File: src/rtl/temp_pkg.sv
// Shared definitions for the temperature scan controller: FSM state encoding,
// default sizing and the divider width.
package temp_pkg;

  typedef enum logic [1:0] {
    ST_IDLE   = 2'd0,
    ST_SCAN   = 2'd1,
    ST_DIVIDE = 2'd2,
    ST_DONE   = 2'd3
  } state_t;

  localparam int NUM_SENSORS_DEF = 8;
  localparam int TEMP_W_DEF      = 8;
  localparam int DIV_W           = 16;

endpackage

File: src/rtl/temp_div.sv
// Sequential restoring divider, one quotient bit per clock. The first bit is
// produced on the start edge, so the result is ready DIV_W edges after start.
module temp_div
  import temp_pkg::*;
(
  input  logic             clk,
  input  logic             rst,
  input  logic             start,
  input  logic [DIV_W-1:0] dividend,
  input  logic [DIV_W-1:0] divisor,
  output logic [DIV_W-1:0] quotient,
  output logic [DIV_W-1:0] remainder,
  output logic             done
);

  logic [DIV_W-1:0] rem_q;
  logic [DIV_W-1:0] quo_q;
  logic [DIV_W-1:0] dvs_q;
  logic [3:0]       steps_q;
  logic             busy_q;

  // One restoring step: shift in the next dividend bit, subtract if it fits.
  function automatic logic [2*DIV_W-1:0] div_step(input logic [DIV_W-1:0] rem,
                                                  input logic [DIV_W-1:0] quo,
                                                  input logic [DIV_W-1:0] dvs);
    logic [DIV_W:0] trial;
    logic [DIV_W:0] diff;
    trial = {rem, quo[DIV_W-1]};
    diff  = trial - {1'b0, dvs};
    if (trial >= {1'b0, dvs}) begin
      return {diff[DIV_W-1:0], quo[DIV_W-2:0], 1'b1};
    end
    return {trial[DIV_W-1:0], quo[DIV_W-2:0], 1'b0};
  endfunction

  always_ff @(posedge clk) begin
    if (rst) begin
      rem_q   <= '0;
      quo_q   <= '0;
      dvs_q   <= '0;
      steps_q <= '0;
      busy_q  <= 1'b0;
    end else if (start) begin
      {rem_q, quo_q} <= div_step('0, dividend, divisor);
      dvs_q          <= divisor;
      steps_q        <= 4'(DIV_W - 1);
      busy_q         <= 1'b1;
    end else if (busy_q) begin
      if (steps_q == 4'd0) begin
        busy_q <= 1'b0;
      end else begin
        {rem_q, quo_q} <= div_step(rem_q, quo_q, dvs_q);
        steps_q        <= steps_q - 4'd1;
      end
    end
  end

  assign quotient  = quo_q;
  assign remainder = rem_q;
  assign done      = busy_q && (steps_q == 4'd0);

endmodule

File: src/rtl/temp_scan_ctrl.sv
// Scans NUM_SENSORS sensors, averages the active readings (quotient/remainder)
// with a sequential divider. Macro TEMP_SCAN_AUTO_EN selects continuous scanning.
module temp_scan_ctrl
  import temp_pkg::*;
#(
  parameter int NUM_SENSORS = NUM_SENSORS_DEF,
  parameter int TEMP_W      = TEMP_W_DEF
) (
  input  logic              clk_i,
  input  logic              rst_i,
  input  logic              start_i,
  input  logic [TEMP_W-1:0] sensor_temp_i,
  input  logic              sensor_active_i,
  output logic [3:0]        sensor_sel_o,
  output logic [DIV_W-1:0]  temp_Q_o,
  output logic [DIV_W-1:0]  temp_R_o,
  output logic [7:0]        active_sensors_nr_o,
  output logic              result_valid_o,
  output logic              busy_o
);

  state_t           state_q, state_n;
  logic [DIV_W-1:0] sum_q, sum_acc;
  logic [4:0]       cnt_q, cnt_acc;
  logic             last_sensor;
  logic             div_start;
  logic             div_done;
  logic [DIV_W-1:0] div_quo;
  logic [DIV_W-1:0] div_rem;

  // Accumulation includes the sensor sampled on the current edge, so the
  // SCAN exit decision sees the final count.
  assign sum_acc     = sum_q + (sensor_active_i ? DIV_W'(sensor_temp_i) : '0);
  assign cnt_acc     = cnt_q + 5'(sensor_active_i);
  assign last_sensor = (sensor_sel_o == 4'(NUM_SENSORS - 1));

  always_ff @(posedge clk_i) begin
    if (rst_i) state_q <= ST_IDLE;
    else       state_q <= state_n;
  end

  always_comb begin
    state_n   = state_q;
    div_start = 1'b0;
    case (state_q)
      ST_IDLE: begin
        if (start_i) state_n = ST_SCAN;
      end
      ST_SCAN: begin
        if (last_sensor) begin
          if (cnt_acc != 5'd0) begin
            state_n   = ST_DIVIDE;
            div_start = 1'b1;
          end else begin
            state_n = ST_DONE;
          end
        end
      end
      ST_DIVIDE: begin
        if (div_done) state_n = ST_DONE;
      end
      ST_DONE: begin
`ifdef TEMP_SCAN_AUTO_EN
        state_n = ST_SCAN;
`else
        state_n = ST_IDLE;
`endif
      end
      default: state_n = ST_IDLE;
    endcase
  end

  always_ff @(posedge clk_i) begin
    if (rst_i) begin
      sum_q               <= '0;
      cnt_q               <= '0;
      sensor_sel_o        <= '0;
      temp_Q_o            <= '0;
      temp_R_o            <= '0;
      active_sensors_nr_o <= '0;
      result_valid_o      <= 1'b0;
    end else begin
      result_valid_o <= (state_n == ST_DONE);
      case (state_q)
        ST_IDLE: begin
          if (start_i) begin
            sum_q        <= '0;
            cnt_q        <= '0;
            sensor_sel_o <= '0;
          end
        end
        ST_SCAN: begin
          sum_q <= sum_acc;
          cnt_q <= cnt_acc;
          if (!last_sensor) begin
            sensor_sel_o <= sensor_sel_o + 4'd1;
          end else if (cnt_acc == 5'd0) begin
            temp_Q_o            <= '0;
            temp_R_o            <= '0;
            active_sensors_nr_o <= '0;
          end
        end
        ST_DIVIDE: begin
          if (div_done) begin
            temp_Q_o            <= div_quo;
            temp_R_o            <= div_rem;
            active_sensors_nr_o <= 8'(cnt_q);
          end
        end
        ST_DONE: begin
`ifdef TEMP_SCAN_AUTO_EN
          sum_q        <= '0;
          cnt_q        <= '0;
          sensor_sel_o <= '0;
`endif
        end
        default: ;
      endcase
    end
  end

  assign busy_o = (state_q != ST_IDLE);

  temp_div u_div (
    .clk       (clk_i),
    .rst       (rst_i),
    .start     (div_start),
    .dividend  (sum_acc),
    .divisor   (DIV_W'(cnt_acc)),
    .quotient  (div_quo),
    .remainder (div_rem),
    .done      (div_done)
  );

endmodule

File: config.mk
export PLATFORM = sky130hd
export DESIGN_NAME = temp_scan_ctrl
export DESIGN_NICKNAME = d
export VERILOG_FILES = /design/src/rtl/temp_pkg.sv /design/src/rtl/temp_div.sv /design/src/rtl/temp_scan_ctrl.sv
export SDC_FILE = /design/constraint.sdc
export NUM_CORES = 1
export LEC_CHECK = 0
export BUFFER_PORTS_ARGS = -buffer_cell sky130_fd_sc_hd__buf_2
export CORE_MARGIN = 1.5
export CORE_UTILIZATION = 50
export DETAILED_ROUTE_END_ITERATION = 10
export PLACE_DENSITY = 0.78
export SYNTH_ARGS = -nofsm -noshare
export SYNTH_HDL_FRONTEND = slang
export SYNTH_SLANG_ARGS = --single-unit
export TNS_END_PERCENT = 1
File: constraint.sdc
create_clock -name clk_i -period 3 [get_ports clk_i]
set_input_delay 0.45 -clock clk_i [delete_from_list [all_inputs] [get_ports clk_i]]
set_output_delay 0.45 -clock clk_i [all_outputs]
set_load 0.03 [all_outputs]
==> reports/results.txt, run 1 <==
Initial Util - 51.5%
Clock transition at path regs - 0.11 ns
xor and xnor area share after synthesis - 4.86%
EDFF count, synth - 0
core area - 10,800 um2
Highest Signal Layer - met4
flops & latches, synth - 107
Final Net Count - 777
crit path from - sensor_active_i
Design Power - 2550 uW
layout cells sized above 1 - 17.5%
kind of cell adding the most delay to the critical path - simple AND/OR/NAND/NOR gates
via count - 5,125
crit-path cells - buf_2 -> buf_4 -> and2_1 -> ha_1 -> a211oi_2 -> nor2b_1 -> o41ai_2 -> buf_4 -> nor3_1 -> nand3b_1 -> ha_1 -> or4_1 -> a211oi_1
Placed Instance Area - 6160 um2
Routed Antenna Nets - 0
outcome - finished, final reports clean
clock sink total - 107
worst-margin pin slew - 0.855 ns
fin crit period - 2.93 ns
Crit-path slowest cell - or4_1
clk root buf - clkbuf_8
I/O pins - 58
antenna violations before repair - 0
Synth Area in Adders - 4.75%
Clock Latency Late Sink - 0.40 ns
area of the multi-input gates - 3190 um2
hpwl dp - 9480 um
CP Class - in2reg
Pwr per Cell Area - 401 nW/um2
syn avg cell area - 8.10 um2
metal1 wirelength - 6440 um
# hold bufs at CTS - 0
main combinational cell family by area after synthesis - simple AND/OR/NAND/NOR gates
Storage cell area - 2140 um2
Clock Skews - 0.0165 ns
DR WL/cell - 15.2 um
Most used DFF post-synth - dfxtp_1
hold slack - 0.475 ns
crit-path max FO - 5
Max rail drop VDD - 0.000302 V
Leak - 0.00247 uW
Post-Route WL - 13,500 um
crit path DAT - 3.25 ns
total congestion overflow - 0
fill count - 967
largest net degree at the start of global routing - 75
Async SR Flop Fraction - 0%
cts bufs inserted - 9
Unique masters post-synth - 59
die width - 109 um
max incr delay on CP - 0.57 ns
WHS Path Cells - 2
Port Buf Inserts - 54
crit end category - flop
Final period util - 97.6%
setup TNS - 0 ns
Hold Fails Final Rpt - 0
Via density - 5.76
GPL Wtd Cong - 0.854
first-pass GRT wire length - 22,500 um
highest clock rate - 0.341 GHz
CTS tree - built
max_cap viols - 0
post-synthesis mux area share - 0.583%
Startpoint Class - input pin
design area - 6360 um2
H-tree depth - 3
First DRT Iteration DRCs - 493
area grow syn2layout - 14.0%
Synth Area in Simple Gates - 25.4%
Worst path depth - 13
r2r worst-path depth - 10
DIE HEIGHT - 109 um
Row Count - 38
DRC viols - 0
RSZ-0062 raised after global routing - yes
dpl cells - 874
Die Area - 11,800 um2
gr usage total - 24.1%
worst r2r src - sum_q[1]
Synth Area in Compound Gates - 20.8%
Hold WC Path Type - reg2reg
# diodes - 0
Layout Cells excl Fill - 890
Routed met3 length - 800 um
Worst Path Required - 3.32 ns
clock buffer depth - 2
cell count after synthesis - 689
Rel. slew slack - 42.8%
Seq/Total Area, Yosys - 38.4%
final setup vio count - 0
R2R Path End - u_div.remainder[4]
number of synthesis warnings - 0
cell area after synthesis - 5580 um2
Slew Viols, Final - 0
worst reg2reg setup slack - 0.12 ns
iteration count of the initial detailed-routing pass - 5
CP bufs+invs - 3
vias in the first global route - 4,724
Critical Path Sink - u_div.remainder[4]
WL met2 - 5980 um
tightest hold or removal path: stages (launching register included):
cell	delay, ns
dfxtp_1	0.32
nand2b_1	0.06
o21ai_0	0.06
metrics by stage:
step,util [%],setup slack [ns]
floorplan,-,0.0227
global placement,56.8,-0.153
detailed placement,56.8,-0.300
CTS,58.6,0.0174
global route,58.7,-0.0232
finish,58.7,0.0714
Yosys cell counts, types with 15 or more instances:
library cell	instances	area, um2
a311oi_1	16	140
inv_1	19	71.3
nand2b_1	39	244
o21ai_0	61	305
xor2_1	18	158
a211oi_1	15	113
a21oi_1	37	185
dfxtp_1	107	2140
ha_1	18	225
nand2_1	61	229
nand3_1	45	225
nor2_1	62	233
clkbuf_1	39	146
flip-flops by register name, indices dropped and copies added, names as in the netlist:
| signal | flops |
|---|---|
| result_valid_o | 1 |
| active_sensors_nr_o | 5 |
| u_div.busy_q | 1 |
| sensor_sel_o | 4 |
| u_div.remainder | 16 |
| u_div.dvs_q | 5 |
| temp_Q_o | 16 |
| u_div.quotient | 16 |
| state_q | 2 |
| cnt_q | 5 |
| u_div.steps_q | 4 |
| temp_R_o | 16 |
| sum_q | 16 |
worst min path at each step:
stage | slack (ns) | end | startpoint
floorplan | 0.44 | u_div.dvs_q[3] | u_div.dvs_q[3]
CTS | 0.48 | temp_R_o[14] | temp_R_o[14]
global route | 0.49 | temp_R_o[14] | temp_R_o[14]
global placement | 0.46 | temp_Q_o[3] | temp_Q_o[3]
detailed placement | 0.46 | temp_R_o[14] | temp_R_o[14]
finish | 0.47 | temp_Q_o[0] | temp_Q_o[0]
area by class of cell:
cell class | instances | share of cell area [%]
multi-input combinational | 515 | 50.1
sequential | 107 | 33.7
timing repair buffer | 93 | 9.44
tap | 140 | 2.75
clock buffer | 11 | 2.22
inverter | 19 | 1.12
clock inverter | 5 | 0.728
power breakdown:
| part | internal [uW] | switching [uW] | leakage, uW |
|---|---|---|---|
| registers | 1430 | 8.88 | 0.000863 |
| clock network | 338 | 537 | 0.0000896 |
| logic | 89.0 | 151 | 0.00152 |
placed cells by master (no fill, tap or decap), drive strengths merged, types with 5 or more instances in the layout:
master	n
nand3	46
o221a	5
nor3	12
inv	21
nor2b	9
xor2	18
dfxtp	107
or3	6
nand4	7
a311oi	16
nor2	62
clkbuf	11
ha	18
a22oi	9
nand2	61
xnor2	13
and2	13
a21oi	37
o21ai	65
nand2b	39
buf	93
a211oi	15
nor4	8
o21a	8
cell families after synthesis:
logic type,after synthesis
flip-flops,107
AND/OR/NAND/NOR,279
XOR/XNOR,31
AO/OA/AOI/OAI,179
other,1
adder cells (fa/ha/maj),20
buffers and inverters,69
multiplexers,3
per-layer routing:
layer  global-route usage, %  up-vias
met1                    33.0     2408
met5                       0        -
li1                        -     2530
met4                    9.49        0
met2                    36.5      163
met3                    5.92       24
what timing repair did:
item / in CTS / in global routing
resized for setup: 0 / 5
endpoints found under the setup margin: 0 / 16
buffers inserted: 0 / 0
Power figures use the tool's default switching activity.
==> run 2: changes to the inputs <==
--- a/config.mk
+++ b/config.mk
@@ -9,6 +9,7 @@
 export CORE_MARGIN = 1.5
 export CORE_UTILIZATION = 50
 export DETAILED_ROUTE_END_ITERATION = 10
+export GPL_TIMING_DRIVEN = 0
 export PLACE_DENSITY = 0.78
 export SYNTH_ARGS = -nofsm -noshare
 export SYNTH_HDL_FRONTEND = slang
==> reports/results.txt, run 2 (synthesis gave the netlist of run 1 again) <==
outcome - finished, final reports clean
via count - 5,172
GPL Wtd Cong - 0.899
Final period util - 97.3%
Clock Skews - 0.0205 ns
RSZ-0062 raised after global routing - yes
crit path DAT - 3.24 ns
Storage cell area - 2140 um2
Startpoint Class - input pin
Routed Antenna Nets - 0
Worst Path Required - 3.32 ns
clock buffer depth - 2
highest clock rate - 0.342 GHz
Rel. slew slack - 54.5%
DR WL/cell - 16.1 um
Clock Latency Late Sink - 0.41 ns
antenna violations before repair - 0
die width - 109 um
CTS tree - built
Slew Viols, Final - 0
fin crit period - 2.92 ns
r2r worst-path depth - 10
I/O pins - 58
first-pass GRT wire length - 23,400 um
max incr delay on CP - 0.55 ns
H-tree depth - 3
CP Class - in2reg
hold slack - 0.478 ns
Final Net Count - 789
clock sink total - 107
Post-Route WL - 14,600 um
# hold bufs at CTS - 0
Min-Delay Startpoint - temp_Q_o[0]
Row Count - 38
hold-critical path endpoint - temp_Q_o[0]
largest net degree at the start of global routing - 19
most common cell after layout, fill and taps aside - dfxtp_1
Port Buf Inserts - 53
cts bufs inserted - 9
area grow syn2layout - 13.2%
setup slack at placement - -0.768 ns
iteration count of the initial detailed-routing pass - 5
area of the multi-input gates - 3220 um2
max_cap viols - 0
crit-path max FO - 9
worst reg2reg setup slack - 0.10 ns
Clock transition at path regs - 0.10 ns
dpl cells - 884
# diodes - 0
First DRT Iteration DRCs - 497
fill count - 989
Layout Cells excl Fill - 902
Leak - 0.00241 uW
gr usage total - 25.7%
commonest non-fill, non-tap cells in the layout - dfxtp_1, nor2_1, nand2_1
crit-path cells - buf_2 -> nand2_1 -> inv_1 -> ha_1 -> a211oi_2 -> nor3_2 -> o41ai_4 -> buf_4 -> nor3_1 -> nand3b_1 -> ha_2 -> or4_4 -> a211oi_1
layout cells sized above 1 - 15.1%
DRC viols - 0
Setup WS post-layout - 0.0802 ns
crit end category - flop
final setup vio count - 0
worst r2r src - sum_q[1]
Crit-path slowest cell - or4_4
Via density - 5.73
WHS Path Cells - 2
Pwr per Cell Area - 404 nW/um2
total congestion overflow - 0
vias in the first global route - 4,759
Max rail drop VDD - 0.000372 V
Die Area - 11,800 um2
DIE HEIGHT - 109 um
worst-margin pin slew - 0.676 ns
R2R Path End - u_div.remainder[4]
Hold WC Path Type - reg2reg
clk root buf - clkbuf_8
Hold Fails Final Rpt - 0
core area - 10,800 um2
hpwl dp - 10,600 um
Initial Util - 51.5%
-- run 2: cell count changes in the layout (fill, tap and decap cells not counted), sizes merged --
cell      delta
buf         -26
clkbuf      +38
clkinv       +1
clkinvlp     -2
inv          +1
-- run 2: area by class of cell --
cell class | instances | share of cell area [%]
tap | 140 | 2.77
inverter | 19 | 1.13
clock inverter | 5 | 0.693
buffer | 49 | 3.54
timing repair buffer | 56 | 4.75
multi-input combinational | 515 | 51.0
sequential | 107 | 33.9
clock buffer | 11 | 2.24
-- run 2: worst max-delay path by stage --
stage,slack (ns),to,cells past startpoint,from
floorplan,0.02,u_div.remainder[4],11,sensor_temp_i[1]
CTS,0.02,u_div.remainder[5],12,sum_q[4]
global placement,-0.70,u_div.remainder[8],14,sensor_active_i
detailed placement,-0.77,u_div.remainder[8],14,sensor_active_i
global route,-0.06,u_div.remainder[4],13,sensor_active_i
finish,0.08,u_div.remainder[4],13,sensor_active_i
-- run 2: power breakdown --
group          switching, uW  leakage [uW]  internal, uW  total [uW]
Clock                    540     0.0000949           338         877
Sequential              9.00      0.000863          1430        1440
Combinational            156       0.00145          79.4         236
Total                    705       0.00241          1850        2550
-- run 2: metrics by stage --
step           setup TNS (ns)  area [um2]  util, %  total power, uW
2_1_floorplan               0        5590        -             1620
3_3_place_gp           -20.62        6030     55.6             1680
3_5_place_dp           -26.38        6030     55.6             1690
4_1_cts                     0        6260     57.7             2540
5_1_grt                -0.245        6320     58.3             2640
6_report                    0        6320     58.3             2550
-- run 2: layer usage --
| metal | wire [um] | global-route usage, % |
|---|---|---|
| met3 | 1010 | 5.86 |
| met5 | 0 | 0 |
| met2 | 6710 | 41.8 |
| met4 | 286 | 9.12 |
| met1 | 6560 | 33.5 |
-- run 2: repair_timing --
| action | 4_1_cts | 5_1_grt |
|---|---|---|
| resized for setup | 9 | 16 |
| setup buffers | 1 | 2 |
| setup endpoints to repair | 56 | 73 |
| cloned | 0 | 0 |
| pin swaps | 1 | 2 |
-- run 2: worst max-delay path, delay by kind of cell --
family                   cells  cell delay, ns
AO/OA/AOI/OAI                3            0.80
AND/OR/NAND/NOR              5            1.06
adder cells (fa/ha/maj)      2            0.52
buffers and inverters        3            0.41
==> run 3: changes to the inputs <==
--- a/config.mk
+++ b/config.mk
@@ -6,11 +6,12 @@
 export NUM_CORES = 1
 export LEC_CHECK = 0
 export BUFFER_PORTS_ARGS = -buffer_cell sky130_fd_sc_hd__buf_2
+export CORE_ASPECT_RATIO = 1.25
 export CORE_MARGIN = 1.5
-export CORE_UTILIZATION = 50
+export CORE_UTILIZATION = 53
 export DETAILED_ROUTE_END_ITERATION = 10
 export GPL_TIMING_DRIVEN = 0
-export PLACE_DENSITY = 0.78
+export PLACE_DENSITY = 0.82
 export SYNTH_ARGS = -nofsm -noshare
 export SYNTH_HDL_FRONTEND = slang
 export SYNTH_SLANG_ARGS = --single-unit
==> reports/results.txt, run 3 (synthesis gave the netlist of run 1 again) <==
Hold Fails Final Rpt - 0
crit-path max FO - 9
Leak - 0.00249 uW
DIE HEIGHT - 118 um
setup TNS - 0 ns
First DRT Iteration DRCs - 392
Clock Latency Late Sink - 0.35 ns
hold slack - 0.474 ns
Setup WS post-layout - 0.142 ns
Layout Utilization - 64.0%
Pwr per Cell Area - 460 nW/um2
via count - 5,364
gr usage total - 27.4%
Via density - 6.02
die width - 94.8 um
H-tree depth - 3
Row Count - 41
met1 usage - 32.1%
core area - 10,200 um2
max_cap viols - 0
worst-margin pin slew - 0.880 ns
Rel. slew slack - 41.1%
CTS tree - built
DRC viols - 0
fin crit period - 2.86 ns
Design Power - 2990 uW
Port Buf Inserts - 53
Post-Route WL - 15,100 um
# diodes - 0
Worst Path Required - 3.26 ns
highest clock rate - 0.350 GHz
clock sink total - 107
grt peak-use layer - met2
total congestion overflow - 0
setup slack at placement - -0.798 ns
Initial Util - 55.0%
Final Net Count - 789
crit path DAT - 3.12 ns
Startpoint Class - input pin
clock buffer depth - 2
outcome - finished, final reports clean
crit end category - flop
area grow syn2layout - 16.4%
largest net degree at the start of global routing - 17
layout cells sized above 1 - 15.9%
vias in the first global route - 5,109
GR Util met2 - 47.5%
hpwl dp - 11,000 um
antenna violations before repair - 0
Clock Skews - 0.00653 ns
DR WL/cell - 16.9 um
Final period util - 95.3%
Hold WC Path Type - reg2reg
Slew Viols, Final - 0
final setup vio count - 0
cts bufs inserted - 9
# hold bufs at CTS - 0
commonest non-fill, non-tap cells in the layout - dfxtp_1, nor2_1, nand2_1
I/O pins - 58
Max rail drop VDD - 0.000251 V
Routed Antenna Nets - 0
r2r worst-path depth - 9
clk root buf - clkbuf_16
WHS Path Cells - 2
iteration count of the initial detailed-routing pass - 7
met3 Resource Use GR - 3.10%
first-pass GRT wire length - 24,100 um
CP Class - in2reg
Clock transition at path regs - 0.07 ns
GPL Wtd Cong - 0.915
Die Area - 11,200 um2
fill count - 872
most common cell after layout, fill and taps aside - dfxtp_1
[run 3: cell count changes in the layout (fill, tap and decap cells not counted), sizes merged]
cell | previous run | this run
clkbuf | 49 | 50
clkinvlp | 0 | 1
clkinv | 2 | 1
inv | 22 | 19
bufinv | 0 | 2
[run 3: what timing repair did]
item,in CTS,in global routing
endpoints found under the setup margin,64,63
setup buffers,1,2
pin swaps,1,2
gates resized for setup,13,27
[run 3: cell type report]
cell class	count	area, um2	area share (%)
buffer	49	228	3.50
clock buffer	12	256	3.95
clock inverter	4	72.6	1.12
inverter	19	71.3	1.10
multi-input combinational	515	3270	50.2
sequential	107	2140	33.0
tap	129	161	2.48
timing repair buffer	56	303	4.66
[run 3: power breakdown]
part	internal, uW	total [uW]	switching [uW]	leakage (uW)
clock network	777	1300	528	0.000159
logic	85.8	248	162	0.00146
registers	1430	1440	9.41	0.000863
[run 3: metrics by stage]
| stage | instance area [um2] | cells |
|---|---|---|
| 2_1_floorplan | 5590 | 691 |
| 3_3_place_gp | 6020 | 873 |
| 3_5_place_dp | 6020 | 873 |
| 4_1_cts | 6400 | 890 |
| 5_1_grt | 6500 | 891 |
| 6_report | 6500 | 891 |
[run 3: per-layer routing]
| layer | routed length (um) | vias to the layer above | part of all wire (%) |
|---|---|---|---|
| met5 | 0 | - | 0 |
| met4 | 537 | 0 | 3.6 |
| met3 | 884 | 44 | 5.9 |
| met2 | 7870 | 238 | 52 |
| met1 | 5810 | 2529 | 38 |
| li1 | - | 2553 | - |
[run 3: worst paths after layout]
check	from	end	slack (ns)
setup reg to reg	sum_q[1]	u_div.remainder[4]	0.18
hold / removal	temp_Q_o[8]	temp_Q_o[8]	0.47
hold reg to reg	temp_Q_o[8]	temp_Q_o[8]	0.47
setup / recovery	sensor_active_i	u_div.remainder[4]	0.14
[run 3: worst max-delay path, stage by stage]
cell      delay, ns
clkbuf_4       0.16
and2_1         0.15
ha_1           0.36
a211oi_2       0.21
nor2b_1        0.12
o41ai_4        0.45
nor3_1         0.08
nand3b_1       0.19
ha_2           0.22
or4_4          0.54
a211oi_1       0.19
